$ cat src/rtl/beta_pkg.sv
// beta_pkg: shared types and constants for the memory port arbiter.
package beta_pkg;

    typedef enum logic [1:0] {IDLE, REQ, RESP, DONE} arb_state_t;
    typedef enum logic {OWN_I, OWN_D} arb_owner_t;

    localparam logic [31:0] ARB_ERR_RDATA = 32'h0;

endpackage

$ cat src/rtl/mem_arb_pick.sv
// mem_arb_pick: data-priority winner select with a fetch starvation guard.
module mem_arb_pick
    import beta_pkg::*;
#(
    parameter int STARVE_LIMIT = 4
) (
    input  logic       clk,
    input  logic       rst,
    input  logic       i_req,
    input  logic       d_req,
    input  logic       decide,
    output arb_owner_t owner
);

    localparam int CW = $clog2(STARVE_LIMIT + 1);

    logic [CW-1:0] cnt_q, cnt_d;
    logic          starved;

    // A data win with fetch pending implies the count is below the limit, so the increment saturates by construction.
    always_comb begin
        starved = i_req && (cnt_q == CW'(STARVE_LIMIT));
        owner   = (d_req && !starved) ? OWN_D : OWN_I;
        cnt_d   = cnt_q;
        if (decide)
            cnt_d = (owner == OWN_D && i_req) ? cnt_q + CW'(1) : '0;
    end

    always_ff @(posedge clk or negedge rst) begin
        if (!rst)
            cnt_q <= '0;
        else
            cnt_q <= cnt_d;
    end

endmodule

$ cat src/rtl/mem_port_arbiter.sv
// mem_port_arbiter: shares one single-port memory bus between fetch and data ports,
// one outstanding transaction at a time, with a read timeout that sets a sticky error.
module mem_port_arbiter
    import beta_pkg::*;
#(
    parameter int ADDR_W       = 32,
    parameter int DATA_W       = 32,
    parameter int STARVE_LIMIT = 4,
    parameter int TIMEOUT      = 255
) (
    input  logic              clk,
    input  logic              rst,
    input  logic              i_req,
    input  logic [ADDR_W-1:0] i_addr,
    output logic              i_valid,
    output logic [DATA_W-1:0] i_rdata,
    input  logic              d_req,
    input  logic              d_we,
    input  logic [ADDR_W-1:0] d_addr,
    input  logic [DATA_W-1:0] d_wdata,
    output logic              d_valid,
    output logic [DATA_W-1:0] d_rdata,
    output logic              m_req,
    output logic              m_we,
    output logic [ADDR_W-1:0] m_addr,
    output logic [DATA_W-1:0] m_wdata,
    input  logic              m_gnt,
    input  logic              m_rvalid,
    input  logic [DATA_W-1:0] m_rdata,
    output logic              bus_err
);

    localparam int TW = $clog2(TIMEOUT + 1);

    arb_state_t        state_q, state_d;
    arb_owner_t        owner_q, owner_d, pick;
    logic              we_q, we_d;
    logic [ADDR_W-1:0] addr_q, addr_d;
    logic [DATA_W-1:0] wdata_q, wdata_d;
    logic [TW-1:0]     tmo_q, tmo_d;
    logic [DATA_W-1:0] i_rdata_q, i_rdata_d, d_rdata_q, d_rdata_d;
    logic              err_q, err_d;
    logic [DATA_W-1:0] rd_val;
    logic              decide;

    assign decide = (state_q == IDLE) && (i_req || d_req);

    mem_arb_pick #(.STARVE_LIMIT(STARVE_LIMIT)) u_pick (
        .clk    (clk),
        .rst    (rst),
        .i_req  (i_req),
        .d_req  (d_req),
        .decide (decide),
        .owner  (pick)
    );

    always_comb begin
        state_d   = state_q;
        owner_d   = owner_q;
        we_d      = we_q;
        addr_d    = addr_q;
        wdata_d   = wdata_q;
        tmo_d     = tmo_q;
        i_rdata_d = i_rdata_q;
        d_rdata_d = d_rdata_q;
        err_d     = err_q;
        rd_val    = m_rvalid ? m_rdata : DATA_W'(ARB_ERR_RDATA);
        case (state_q)
            IDLE: if (decide) begin
                state_d = REQ;
                owner_d = pick;
                we_d    = (pick == OWN_D) && d_we;
                addr_d  = (pick == OWN_D) ? d_addr : i_addr;
                wdata_d = (pick == OWN_D) ? d_wdata : '0;
            end
            REQ: if (m_gnt) begin
                state_d = we_q ? DONE : RESP;
                tmo_d   = '0;
            end
            // Real data wins over a timeout landing on the same cycle.
            RESP: if (m_rvalid || tmo_q == TW'(TIMEOUT - 1)) begin
                state_d = DONE;
                err_d   = err_q | !m_rvalid;
                if (owner_q == OWN_I)
                    i_rdata_d = rd_val;
                else
                    d_rdata_d = rd_val;
            end else begin
                tmo_d = tmo_q + TW'(1);
            end
            default: state_d = IDLE;
        endcase
    end

    always_ff @(posedge clk or negedge rst) begin
        if (!rst) begin
            state_q   <= IDLE;
            owner_q   <= OWN_I;
            we_q      <= 1'b0;
            addr_q    <= '0;
            wdata_q   <= '0;
            tmo_q     <= '0;
            i_rdata_q <= '0;
            d_rdata_q <= '0;
            err_q     <= 1'b0;
        end else begin
            state_q   <= state_d;
            owner_q   <= owner_d;
            we_q      <= we_d;
            addr_q    <= addr_d;
            wdata_q   <= wdata_d;
            tmo_q     <= tmo_d;
            i_rdata_q <= i_rdata_d;
            d_rdata_q <= d_rdata_d;
            err_q     <= err_d;
        end
    end

    assign m_req   = (state_q == REQ);
    assign m_we    = we_q;
    assign m_addr  = addr_q;
    assign m_wdata = wdata_q;
    assign i_valid = (state_q == DONE) && (owner_q == OWN_I);
    assign d_valid = (state_q == DONE) && (owner_q == OWN_D);
    assign i_rdata = i_rdata_q;
    assign d_rdata = d_rdata_q;
    assign bus_err = err_q;

endmodule
$ cat config.mk
export PLATFORM = sky130hd
export DESIGN_NAME = mem_port_arbiter
export DESIGN_NICKNAME = d
export VERILOG_FILES = /design/src/rtl/beta_pkg.sv /design/src/rtl/mem_arb_pick.sv /design/src/rtl/mem_port_arbiter.sv
export SDC_FILE = /design/constraint.sdc
export NUM_CORES = 1
export LEC_CHECK = 0
export CORE_UTILIZATION = 29
export CTS_BUF_LIST = sky130_fd_sc_hd__clkbuf_2
export DETAILED_ROUTE_END_ITERATION = 6
export GPL_ROUTABILITY_DRIVEN = 0
export GPL_TIMING_DRIVEN = 1
export PLACE_DENSITY_LB_ADDON = 0.2
export SLEW_MARGIN = 20
export SYNTH_ARGS = -nofsm -noshare
export SYNTH_HDL_FRONTEND = slang
export SYNTH_SLANG_ARGS = --single-unit
$ cat constraint.sdc
create_clock -name clk -period 2.29 [get_ports clk]
set_clock_uncertainty 0.2 [all_clocks]
set_input_delay 0.458 -clock clk [delete_from_list [all_inputs] [get_ports clk]]
set_output_delay 0.458 -clock clk [all_outputs]
set_load 0.05 [all_outputs]
==> flow_metrics.env <==
export IMPL_grt_total_usage_pct=16.5
export IMPL_ys_warn_count=0
export IMPL_grt_ovfl_total=0
export IMPL_crit_arrival_ns=1.61
export IMPL_ys_types=37
export IMPL_layout_min_cycle_time_ns=2.27
export IMPL_cts_sinks=144
export IMPL_power_mw=14.1
export IMPL_synth_main_ff_cell="dfrtp_1"
export IMPL_finalCritPeriodShare_pct=98.9
export IMPL_cp_end_kind="output port"
export IMPL_die_area_mm2=0.0207
export IMPL_combPwrFrac_pct=57.8
export IMPL_crit_path_start_kind="flop"
export IMPL_critical_path_max_fanout=5
export IMPL_antenna_found_initial=0
export IMPL_avgSynthCellArea_um2=12.9
export IMPL_synth_compound_area_share_pct=20.5
export IMPL_drtIter0Drc=138
export IMPL_drive_gt1_share_pct=27.0
export IMPL_vias=4759
export IMPL_synth_fa_ha_area_share_pct=1.71
export IMPL_antenna_cells=0
export IMPL_start_util_pct=29.9
export IMPL_max_freq_mhz=441
export IMPL_outcome="completed"
export IMPL_htreeDepth=4
export IMPL_hold_viol_final=0
export IMPL_peakVddDrop_mv=0.677
export IMPL_fp_row_count=51
export IMPL_crit_type="reg2out"
export IMPL_cts_buffer_depth=2
export IMPL_path_clk_slew_ns=0.24
export IMPL_maxSlewViolCount=0
export IMPL_core_mm2=0.0196
export IMPL_reg2reg_slack_ns=0.14
export IMPL_die_width_um=144
export IMPL_fin_setup_tns_ns=0
export IMPL_final_common_cell="dfrtp_1"
export IMPL_slew_headroom_pct=71.9
export IMPL_synthArstFlopShare_pct=100
export IMPL_synth_seq_cells=144
export IMPL_synth_top_family_by_area="compound AO/OA/AOI/OAI gates"
export IMPL_synthCells=452
export IMPL_cts_tree="built"
export IMPL_p_per_area_mw_per_mm2=1520
export IMPL_vias_per_cell=4.74
export IMPL_final_cell_mix="143 x dfrtp_1, 133 x clkdlybuf4s50_1, 100 x clkdlybuf4s15_2"
export IMPL_io_pins=268
export IMPL_cts_buffers=17
export IMPL_root_buffer="clkbuf_2"
export IMPL_grt_max_degree=58
export IMPL_pre_cts_slack_ns=0.128
export IMPL_final_fill_count=1820
export IMPL_wire_per_inst_um=16.8
export IMPL_clkLatencyLatePin_ns=0.68
export IMPL_holdCritPathClass="in2async"
export IMPL_grt_pass1_wl_mm=26.3
export IMPL_cap_viol_max_count=0
export IMPL_layout_setup_ws_ns=0.0245
export IMPL_wirelength_mm=16.8
export IMPL_io_buffer_count=267
export IMPL_drt_antenna_violating_nets=0
export IMPL_rsz0062_at_grt="yes"
export IMPL_cp_required_ns=1.63
export IMPL_worstMarginPinSlew_ns=0.421
export IMPL_yosys_area_share_simple_pct=6.40
export IMPL_grt_pass1_vias=5070
export IMPL_area_delta_synth_final_pct=59.4
export IMPL_syn_cell_area_mm2=0.00585
export IMPL_leakage_nw=4.27
export IMPL_drc=0
export IMPL_synthMuxAreaShare_pct=6.05
export IMPL_seq_power_share_pct=30.6
export IMPL_die_h_um=144
export IMPL_switchingPower_mw=7.10
export IMPL_synth_xor_area_share_pct=0
export IMPL_synth_edff_count=0
export IMPL_setup_viol_count_final=0
export IMPL_dpl_hpwl_mm=11.8
export IMPL_dr_pass1_iters=4
export IMPL_clkPwrFrac_pct=11.6
export IMPL_synth_seq_area_share_pct=61.6
export IMPL_intPower_mw=7.03
export IMPL_p_sw_share_pct=50.3
export IMPL_fin_nets=868
export IMPL_syn_nets=595
final timing paths:
check,startpoint,to,cells after the start
setup / recovery,state_q[1]$_DFFE_PN0P_,m_req,3
min in group clk,d_wdata[10],m_wdata[10]$_DFFE_PN0P_,2
hold / removal,rst,m_addr[2]$_DFFE_PN0P_,3
max in group asynchronous,rst,d_rdata[17]$_DFFE_PN0P_,3
setup reg to reg,state_q[1]$_DFFE_PN0P_,state_q[1]$_DFFE_PN0P_,7
hold reg to reg,m_addr[27]$_DFFE_PN0P_,m_addr[27]$_DFFE_PN0P_,2
cell type report:
| type | instances | area [um^2] | share of cell area, % |
|---|---|---|---|
| Sequential cell | 144 | 3600 | 38.7 |
| Multi-Input combinational cell | 270 | 2080 | 22.3 |
| Clock inverter | 14 | 179 | 1.92 |
| Timing Repair Buffer | 287 | 3020 | 32.4 |
| Clock buffer | 18 | 90.1 | 0.966 |
| Inverter | 5 | 18.8 | 0.201 |
| Tap cell | 265 | 332 | 3.56 |
critical path, cell delays in order (launching register included):
cell and delay, ns:
dfrtp_1 0.47, inv_1 0.13, ha_4 0.20, buf_12 0.14
layer usage:
layer  vias to the layer above  wire, um  track usage, %
met5                         -         0               0
met1                      2310      7200            20.2
li1                       2232         -               -
met3                        10      1610            6.39
met4                         0       155            5.43
met2                       207      7870            26.7
power by group through the flow:
stage | Combinational (mW) | Clock (mW) | Sequential (mW)
after global placement | 8.38 | 0 | 4.33
after detailed placement | 8.44 | 0 | 4.35
after floorplan | 1.88 | 0 | 7.81
final | 8.17 | 1.64 | 4.32
after global routing | 8.63 | 1.82 | 4.47
after CTS | 8.28 | 1.73 | 4.32
cells by family after synthesis:
family / after synthesis
AOI/OAI and AO/OA: 155
adders and majority gates: 8
buffers and inverters: 38
DFF: 144
muxes: 35
and+or+nand+nor: 72
timing repair:
action,in CTS,in global routing
gates resized for setup,372,34
hold endpoints to repair,144,0
hold buffers,2,0
pin swaps,0,1
setup buffers,3,1
setup endpoints to repair,124,24
sequential cells by signal, summed over array words and instances (netlist names):
name	count
tmo_q	8
m_addr	32
bus_err	1
owner_q	1
d_rdata	32
u_pick.cnt_q	3
m_we	1
i_rdata	32
m_wdata	32
state_q	2
synth_stat cells, drive strengths merged, types with 2 or more instances:
master	instances	share of area [%]
a21o	2	0.38
a21oi	2	0.17
a22o	98	15
a31oi	6	0.64
a32o	2	0.34
a41oi	2	0.30
and3	4	0.43
and4	2	0.34
buf	24	2.8
clkbuf	9	0.58
dfrtp	144	62
ha	8	1.7
inv	5	0.32
mux2	3	0.58
mux2i	32	5.5
nand2	42	2.7
nand2b	4	0.43
nand3	8	0.90
nand3b	3	0.60
nor2	3	0.19
nor2b	2	0.21
o21ai	39	3.3
metrics by stage:
| step | std cells | instance area [um^2] | hold WS, ns | utilization, % |
|---|---|---|---|---|
| after floorplan | 452 | 5850 | -0.0376 | - |
| after global placement | 965 | 8880 | 0.217 | 45.4 |
| after detailed placement | 965 | 8880 | 0.228 | 45.4 |
| after CTS | 1002 | 9390 | 0.0150 | 47.9 |
| after global routing | 1003 | 9320 | 0.0228 | 47.6 |
| final | 1003 | 9320 | 0.136 | 47.6 |
Power figures use the tool's default switching activity.
